--- src/rtl/xnor_popcount_acc.sv ---
// Accumulates popcount(XNOR(a,b)) over BEATS accepted beats into one result; out_valid 1 cycle after the last beat.
// Result is held until out_ready; in_ready is low while a result is pending.
module xnor_popcount_acc #(
  parameter int WIDTH = 8,
  parameter int BEATS = 4,
  parameter int ACC_W = 6
) (
  input  logic             clk,
  input  logic             rst,
  input  logic             clr,
  input  logic             in_valid,
  output logic             in_ready,
  input  logic [WIDTH-1:0] a,
  input  logic [WIDTH-1:0] b,
  output logic             out_valid,
  input  logic             out_ready,
  output logic [ACC_W-1:0] out_sum,
  output logic             out_match
);

  localparam int CNT_W = (BEATS > 1) ? $clog2(BEATS) : 1;
  localparam int TOTAL = WIDTH * BEATS;
  localparam logic [CNT_W-1:0] LAST_BEAT = CNT_W'(BEATS - 1);

  typedef enum logic {S_ACC, S_DONE} state_t;

  state_t           state_q;
  logic [ACC_W-1:0] acc_q;
  logic [ACC_W-1:0] acc_d;
  logic [ACC_W-1:0] sum_q;
  logic [CNT_W-1:0] cnt_q;
  logic [WIDTH-1:0] same_bits;
  logic [ACC_W-1:0] score;

  assign same_bits = ~(a ^ b);

  always_comb begin
    score = '0;
    for (int i = 0; i < WIDTH; i++) begin
      score = score + ACC_W'(same_bits[i]);
    end
  end

  assign acc_d = acc_q + score;

  always_ff @(posedge clk) begin
    if (rst) begin
      state_q <= S_ACC;
      acc_q   <= '0;
      cnt_q   <= '0;
      sum_q   <= '0;
    end else if (clr) begin
      // Abort wins over any beat or result handshake this cycle.
      state_q <= S_ACC;
      acc_q   <= '0;
      cnt_q   <= '0;
    end else begin
      case (state_q)
        S_ACC: begin
          if (in_valid) begin
            if (cnt_q == LAST_BEAT) begin
              sum_q   <= acc_d;
              acc_q   <= '0;
              cnt_q   <= '0;
              state_q <= S_DONE;
            end else begin
              acc_q <= acc_d;
              cnt_q <= cnt_q + 1'b1;
            end
          end
        end
        S_DONE: begin
          if (out_ready) begin
            acc_q   <= '0;
            cnt_q   <= '0;
            state_q <= S_ACC;
          end
        end
        default: state_q <= S_ACC;
      endcase
    end
  end

  assign in_ready  = (state_q == S_ACC);
  assign out_valid = (state_q == S_DONE);
  assign out_sum   = sum_q;
  assign out_match = out_valid && (sum_q == ACC_W'(TOTAL));

endmodule

--- config.mk ---
export PLATFORM = sky130hd
export DESIGN_NAME = xnor_popcount_acc
export DESIGN_NICKNAME = d
export VERILOG_FILES = /design/src/rtl/xnor_popcount_acc.sv
export SDC_FILE = /design/constraint.sdc
export NUM_CORES = 1
export LEC_CHECK = 0
export ABC_AREA = 1
export ABC_CLOCK_PERIOD_IN_PS = 7000
export CORE_ASPECT_RATIO = 0.7
export CORE_MARGIN = 2
export CORE_UTILIZATION = 49
export DETAILED_ROUTE_END_ITERATION = 6
export GPL_ROUTABILITY_DRIVEN = 0
export GPL_TIMING_DRIVEN = 0
export HOLD_SLACK_MARGIN = 0.12
export PLACE_DENSITY = 0.86
export SLEW_MARGIN = 20
export SYNTH_ARGS = -nofsm -noshare
export SYNTH_HDL_FRONTEND = slang
export SYNTH_SLANG_ARGS = --single-unit
--- constraint.sdc ---
create_clock -name clk -period 7 [get_ports clk]
set_input_delay 1.4 -clock clk [delete_from_list [all_inputs] [get_ports clk]]
set_output_delay 1.4 -clock clk [all_outputs]
set_load 0.005 [all_outputs]
# == Yosys cells after proc, flatten, opt, wreduce, memory -nomap -nowiden ==
# Cells that the tools add are included.
# op_classes
n_addsub,9
eq_ne,4
muxes,12
bitwise,4
reduce_logical,4
# ops
operator,n
$mux W6,3
$add A6 B1 Y6,2
$pmux W6 S2,1
$not A8 Y8,1
$xor A8 B8 Y8,1
$add A5 B1 Y6,1
$add A6 B6 Y6,1
$eq A6 B6 Y1 const B,1
$mux W2,3
$add A4 B1 Y5,1
$add A3 B1 Y4,1
$ne A2 B2 Y1 const B,2
$pmux W2 S2,1
$reduce_and A4 Y1,1
$add A2 B1 Y3,1
$mux W1,3
$add A1 B1 Y2,1
$add A2 B1 Y2 const B,1
$eq A2 B2 Y1 const B,1
$not A1 Y1,2
$pmux W1 S2,1
$reduce_and A2 Y1,1
$reduce_or A2 Y1,1
$logic_and A1 B1 Y1,1
# totals
ff_bits,15
inputBits,21
output_inout_bits,9
elab_cells,37

# == Depth between registers and ports, before layout ==
# Gate-level depths: netlist (run 1).
# depth
ltp_word,13
ltp_mapped,15
depth_no_buf,15

# == Least setup slack after synthesis (run 1) ==
# OpenSTA, ideal clock, no wires.
# synth_timing
path_kind,input to register
startpoint,input b[0]
endpoint,register acc_q[1]
setup_ns,0.072
arrival_ns,4.384
t_required_ns,6.928
path_slack_ns,2.544
stages,10
path_buffers,0
path_cell_list,xor2_1 > fa_1 > fa_1 > inv_1 > fa_1 > fa_1 > inv_1 > fa_1 > or2_0 > a21oi_1
# synth_via
elab_chain_cells,13
# synth_lines
item,line_no,source
"start, declared",14,"input logic [WIDTH-1:0] b,"
$xor A8 B8 Y8,35,assign same_bits = ~(a ^ b);
$not A8 Y8,35,
$add A1 B1 Y2,40,score = score + ACC_W'(same_bits[i]);
$add A2 B1 Y3,40,
$add A3 B1 Y4,40,
$add A4 B1 Y5,40,
$add A5 B1 Y6,40,
$add A6 B1 Y6 (2 in a row),40,
$add A6 B6 Y6,44,assign acc_d = acc_q + score;
$mux W6,61,if (cnt_q == LAST_BEAT) begin
$mux W6,60,if (in_valid) begin
$pmux W6 S2,58,case (state_q)
"end signal, assigned",49,acc_q <= '0;
"end signal, assigned",63,acc_q <= '0;
"end signal, assigned",67,acc_q <= acc_d;
"end, declared",28,logic [ACC_W-1:0] acc_q;
# No other way between the ends. The select of a mux whose other input is x is not followed.
# A chain may end at the register's enable or synchronous reset.

# == Final worst setup path (run 1) ==
# layout_timing
startpoint,input a[2]
endpoint,register acc_q[4]
# layout_via
elab_chain_cells,12
# layout_lines
item,line_no,source
"start, declared",13,"input logic [WIDTH-1:0] a,"
$xor A8 B8 Y8,35,
$not A8 Y8,35,
$add A2 B1 Y3,40,
$add A3 B1 Y4,40,
$add A4 B1 Y5,40,
$add A5 B1 Y6,40,
$add A6 B1 Y6 (2 in a row),40,
$add A6 B6 Y6,44,
$mux W6,61,
$mux W6,60,
$pmux W6 S2,58,
# No other way between the ends. The select of a mux whose other input is x is not followed.

==> metrics.txt, run 1 <==
die height 41.8 um; Starting DRT DRC Count 25; fin. max-slew vios 0; GR Overflow Total 0; vias in the first global route ~890; Mapped Cells 128; total number of vias 942; cts repair resizes 0; clock-pin transition on the worst setup and hold timing paths 90 ps; DRC Markers 0; Critical Path Source Type primary input; CTS tree built; port bufs 29; Seq/Total Area, Yosys between 20 and 30%; CP required just over 7000 ps; total track usage 22.3%; Final nets 195; Setup WS post-layout 1980 ps; Max Root-Sink Buffers 2; Total Routed Length 2370 um; Power Density ~200 nW/um^2; Rel. slew slack 80.2%; std cell rows 13; cell area after layout 1350 sq um; clock tree sinks 15; Fmax 199 MHz; CP arrival around 5200 ps; worst min path class register to register; most frequent cells in the layout clkdlybuf4s50_1 (29), nand2_1 (23), inv_1 (17), dfxtp_1 (15), nor2_1 (12); CTS root buf clkbuf_4; antenna violations before repair 0; Core Footprint ~1900 sq um; pre-CTS setup slack 1700 ps; pin count of the biggest net entering global routing 10; Final TNS setup 0 ps; wire per inst 13.0 um; Setup Viol. Count Final 0; Power Total 0.271 mW; minimum clock period 5020 ps; crit end category register; Syn-to-layout area delta 34.5%; Max Cap Viol 0; Pre-antenna DRT Iters 4; Max Fanout on Critical Path 3; later-pin clock latency in the skew report around 290 ps; Detail Placement HPWL 1960 um; fill count 142; starting density of the core between 50% and 60%; Via-to-Cell Ratio 5.15; Hold Fails Final Rpt 0; period utilisation layout just over 70%; Die Area 2430 sq um; Die Width 58.1 um; Hold-fix buffers, CTS 0; n_diodes 0; syn avg cell area 7.83 sq um; Mapped Nets approximately 160; status finished clean; CTS Buf Count 3; Synthesis Warnings 0; Post-Syn Area 1000 sq um; I/O pin cnt 30; Final ANT Viol Nets 0; Cell variety after synth 23; Worst Path Class, Setup primary input to register; Yosys reg bits 15; Worst-Margin Slew approximately 300 ps; H-tree levels 1; first-pass GRT wire length 4020 um; skew final 4.71 ps; layout cell share with drive strength beyond 1 8.07%; Post-CTS Setup Bufs 0; Max VDD drop 0.000173 V; P_leak ~0.6 nW; most common cell after layout, fill and taps aside clkdlybuf4s50_1; placed cell area about 1300 sq um; RSZ-0062 raised after global routing no
==> final timing paths <==
kind	from	endpoint	slack, ps	depth (start not counted)
worst max register to register	acc_q[0]	acc_q[4]	3330	13
worst min register to register	cnt_q[0]	cnt_q[0]	470	1
worst min-delay path	cnt_q[0]	cnt_q[0]	470	1
worst max-delay path	a[2]	acc_q[4]	1980	14
==> synthesized netlist by cell type, drive strengths merged <==
library cell,instances,area (sq um)
fa,5,100
a211oi,2,20.0
nor4,1,6.26
nor2,13,51.3
clkinv,1,3.75
or2,2,12.5
nand3,7,35.0
o21ai,6,33.8
nand3b,1,7.51
ha,7,87.6
dfxtp,15,300
xnor2,5,43.8
xor2,6,52.6
nand2,23,86.3
a21oi,11,55.1
nand4,2,27.5
inv,21,78.8
==> registers in the layout, indices dropped and copies added, names as in the netlist <==
| name | flops |
|---|---|
| cnt_q | 2 |
| out_sum | 6 |
| acc_q | 6 |
| out_valid | 1 |
==> metrics by stage <==
step           instances  hold WS, ps  utilization [%]
6_report             183          474             71.4
3_3_place_gp         179          452             70.0
5_1_grt              183          499             71.4
3_5_place_dp         179          462             70.0
4_1_cts              183          477             71.4
2_1_floorplan        128          443                -
==> logic make-up after synthesis <==
logic type	share of synthesized area, %
and+or+nand+nor	22.6
buffers and inverters	8.24
AOI/OAI and AO/OA	10.9
DFF	30.0
adders and majority gates	18.7
xor gates and xnor gates	9.61
==> metal layers <==
metal,vias up,track usage [%],part of all wire (%)
li1,474,-,-
met1,438,27.1,42
met2,27,38.6,51
met3,3,5.92,6.5
met4,0,6.05,0.42
met5,-,0,0
==> worst max-delay path, cell delays in order <==
cell and delay, ps:
clkdlybuf4s50_1 480, xor2_1 210, fa_1 490, fa_1 550, inv_1 50, fa_1 560, fa_1 250, inv_1 80
fa_1 410, nand3b_1 190, nand2_1 100, xor2_1 250, nand2_1 80, a21oi_1 130
==> where the power goes <==
part	internal [mW]	switching, mW	total [mW]
clock network	0.0213	0.0305	0.0518
registers	0.0894	0.00216	0.0916
logic	0.0580	0.0700	0.128
total	0.169	0.103	0.271
==> layout make-up <==
cell class | instances | area [sq um] | area share [%]
Inverter | 22 | 82.6 | 6.13
Tap cell | 22 | 27.5 | 2.04
Clock inverter | 1 | 5.00 | 0.371
Sequential cell | 15 | 300 | 22.3
Timing Repair Buffer | 29 | 290 | 21.5
Clock buffer | 3 | 22.5 | 1.67
Multi-Input combinational cell | 91 | 619 | 46.0
No activity file was read; power rests on OpenSTA's default activity.
==> inputs of run 2 (changes only) <==
ABC_CLOCK_PERIOD_IN_PS = 4190   (was 7000)
CORE_UTILIZATION = 41   (was 49)
PLACE_DENSITY = 0.77   (was 0.86)
clock period = 4.19 ns   (was 7 ns; I/O delays follow)
==> run 2 against run 1 <==
Net effect:
- routed wire length about the same
- flip-flop and latch count unchanged
- utilization decreased by 8.3 points
- first-iteration DRC count increased by 100%
- clock power increased by 74%
- setup slack got worse by 1600 ps
- critical path type unchanged
- critical endpoint unchanged
- largest cell class unchanged
- highest routed layer unchanged
==> metrics.txt, run 2 (synthesized netlist as in run 1, its figures left out) <==
Hold Fails Final Rpt 0; DRC Markers 0; Power Total 0.477 mW; CP most frequent cell fa_1; die height about 45 um; CTS root buf clkbuf_4; Rel. slew slack around 80%; total track usage 18.1%; Final nets roughly 200; Max stage delay on crit path 510 ps; GR Overflow Total 0; status finished clean; crit path cell chain dlymetal6s2s_1 -> xor2_1 -> fa_1 -> fa_1 -> inv_1 -> fa_1 -> fa_2 -> inv_2 -> fa_2 -> nand3b_1 -> nand2_2 -> xor2_2 -> nand2_1 -> a21oi_2; Max Cap Viol 0; Via-to-Cell Ratio roughly 4.8; Final ANT Viol Nets 0; placed cell area 1330 sq um; wire per inst 12.2 um; pin count of the biggest net entering global routing 10; fin. max-slew vios 0; CP delay by family, top adder cells; Detail Placement HPWL 1920 um; n_diodes 0; antenna violations before repair 0; Power Density 340 nW/um^2; Max Root-Sink Buffers 2; later-pin clock latency in the skew report ~300 ps; clock-pin transition on the worst setup and hold timing paths 100 ps; r2r setup slk between 800 and 900 ps; Worst-Margin Slew 302 ps; Die Width 63.1 um; Critical Path Source Type primary input; Pre-antenna DRT Iters 4; most frequent cells in the layout clkdlybuf4s50_1 (25), nand2_1 (22), inv_1 (16), dfxtp_1 (15), nor2_1 (12); Hold-fix buffers, CTS 0; slowest cell on the critical path fa_1; Cell Count Post-Placement ~190; I/O pin cnt 30; clock tree sinks 15; cell area after layout 1400 sq um; port bufs 29; worst hold stages 2; Worst Path Class, Setup primary input to register; starting density of the core 45.1%; worst flop-to-flop path endpoint acc_q[4]; CP required 4430 ps; RSZ-0062 raised after global routing no; std cell rows 14; worst r2r src acc_q[0]; P_leak between 0.6 and 0.7 nW; worst min path class register to register; CTS Buf Count 3; CP bufs+invs 3; Finished Layout Cells 195; worst hold start acc_q[1]; vias in the first global route 832; period utilisation layout 90.2%; CP arrival 4020 ps; minimum clock period between 3000 and 4000 ps; Setup Viol. Count Final 0; Reg2Reg Depth 13; Total Routed Length 2370 um; Syn-to-layout area delta 40.1%; first-pass GRT wire length between 3000 and 4000 um; hold endpoint acc_q[1]; Fmax ~260 MHz; most common cell after layout, fill and taps aside clkdlybuf4s50_1; Final Util between 60% and 70%; crit end category register; skew final 6.50 ps; Final TNS setup 0 ps; Max VDD drop 0.000212 V; H-tree levels 1; Die Area 2860 sq um; CTS tree built; layout cell share with drive strength beyond 1 12.9%; Max Fanout on Critical Path 2; Starting DRT DRC Count 51; Core Footprint 2220 sq um; total number of vias 927
==> run 2: cell types whose count changed in the layout (fill, tap and decap cells not counted), sizes merged <==
cell	before	now
dlymetal6s2s	0	4
buf	0	2
clkdlybuf4s50	29	25
==> run 2: worst max path at each step <==
stage,startpoint,endpoint,slack (ps),cells after the start
after global routing,b[0],acc_q[4],250,14
after floorplan,b[0],acc_q[1],300,10
after detailed placement,a[0],acc_q[4],-500,14
after global placement,a[0],acc_q[4],-450,14
after CTS,a[0],acc_q[4],1,14
final,b[0],acc_q[4],410,14
==> run 2: tightest hold or removal path: cells and delay by family (launching register included) <==
family / cells / cell delay [ps]
flip-flops: 1 / 330
AO/OA/AOI/OAI: 1 / 60
AND/OR/NAND/NOR: 1 / 60
==> run 2: stage by stage <==
step | hold slack, ps | setup WS, ps
floorplan | 443 | 296
global placement | 452 | -447
detailed placement | 464 | -499
CTS | 479 | 1.28
global route | 486 | 246
finish | 478 | 412
==> run 2: routing by layer <==
layer | track usage [%] | vias to the layer above | wire (um)
li1 | - | 480 | -
met1 | 22.3 | 425 | 1050
met2 | 32.1 | 18 | 1170
met3 | 4.99 | 4 | 118
met4 | 4.44 | 0 | 27
met5 | 0 | - | 0
==> run 2: layout make-up <==
class | count | area, sq um
Clock buffer | 3 | 22.5
Clock inverter | 1 | 5.00
Fill cell | 200 | 821
Inverter | 22 | 82.6
Multi-Input combinational cell | 91 | 638
Sequential cell | 15 | 300
Tap cell | 32 | 40.0
Timing Repair Buffer | 31 | 315
==> run 2: what timing repair did <==
action | CTS | global route
resized for setup | 3 | 7
setup buffers | 1 | 1
pin swaps | 3 | 9
endpoints found under the setup margin | 3 | 3
==> run 2: power breakdown <==
part / leakage (nW) / switching, mW / internal, mW / total, mW
combinational: 0.506 / 0.120 / 0.113 / 0.234
sequential: 0.121 / 0.00374 / 0.149 / 0.153
clock: 0.0177 / 0.0546 / 0.0357 / 0.0903
total: 0.645 / 0.179 / 0.298 / 0.477
==> inputs of run 3 (changes only) <==
CTS_CLUSTER_SIZE = 16   (was not set)
SLEW_MARGIN = 40   (was 20)
==> results of run 3 <==
No change in the layout: final DEF, timing and power equal those of run 2.
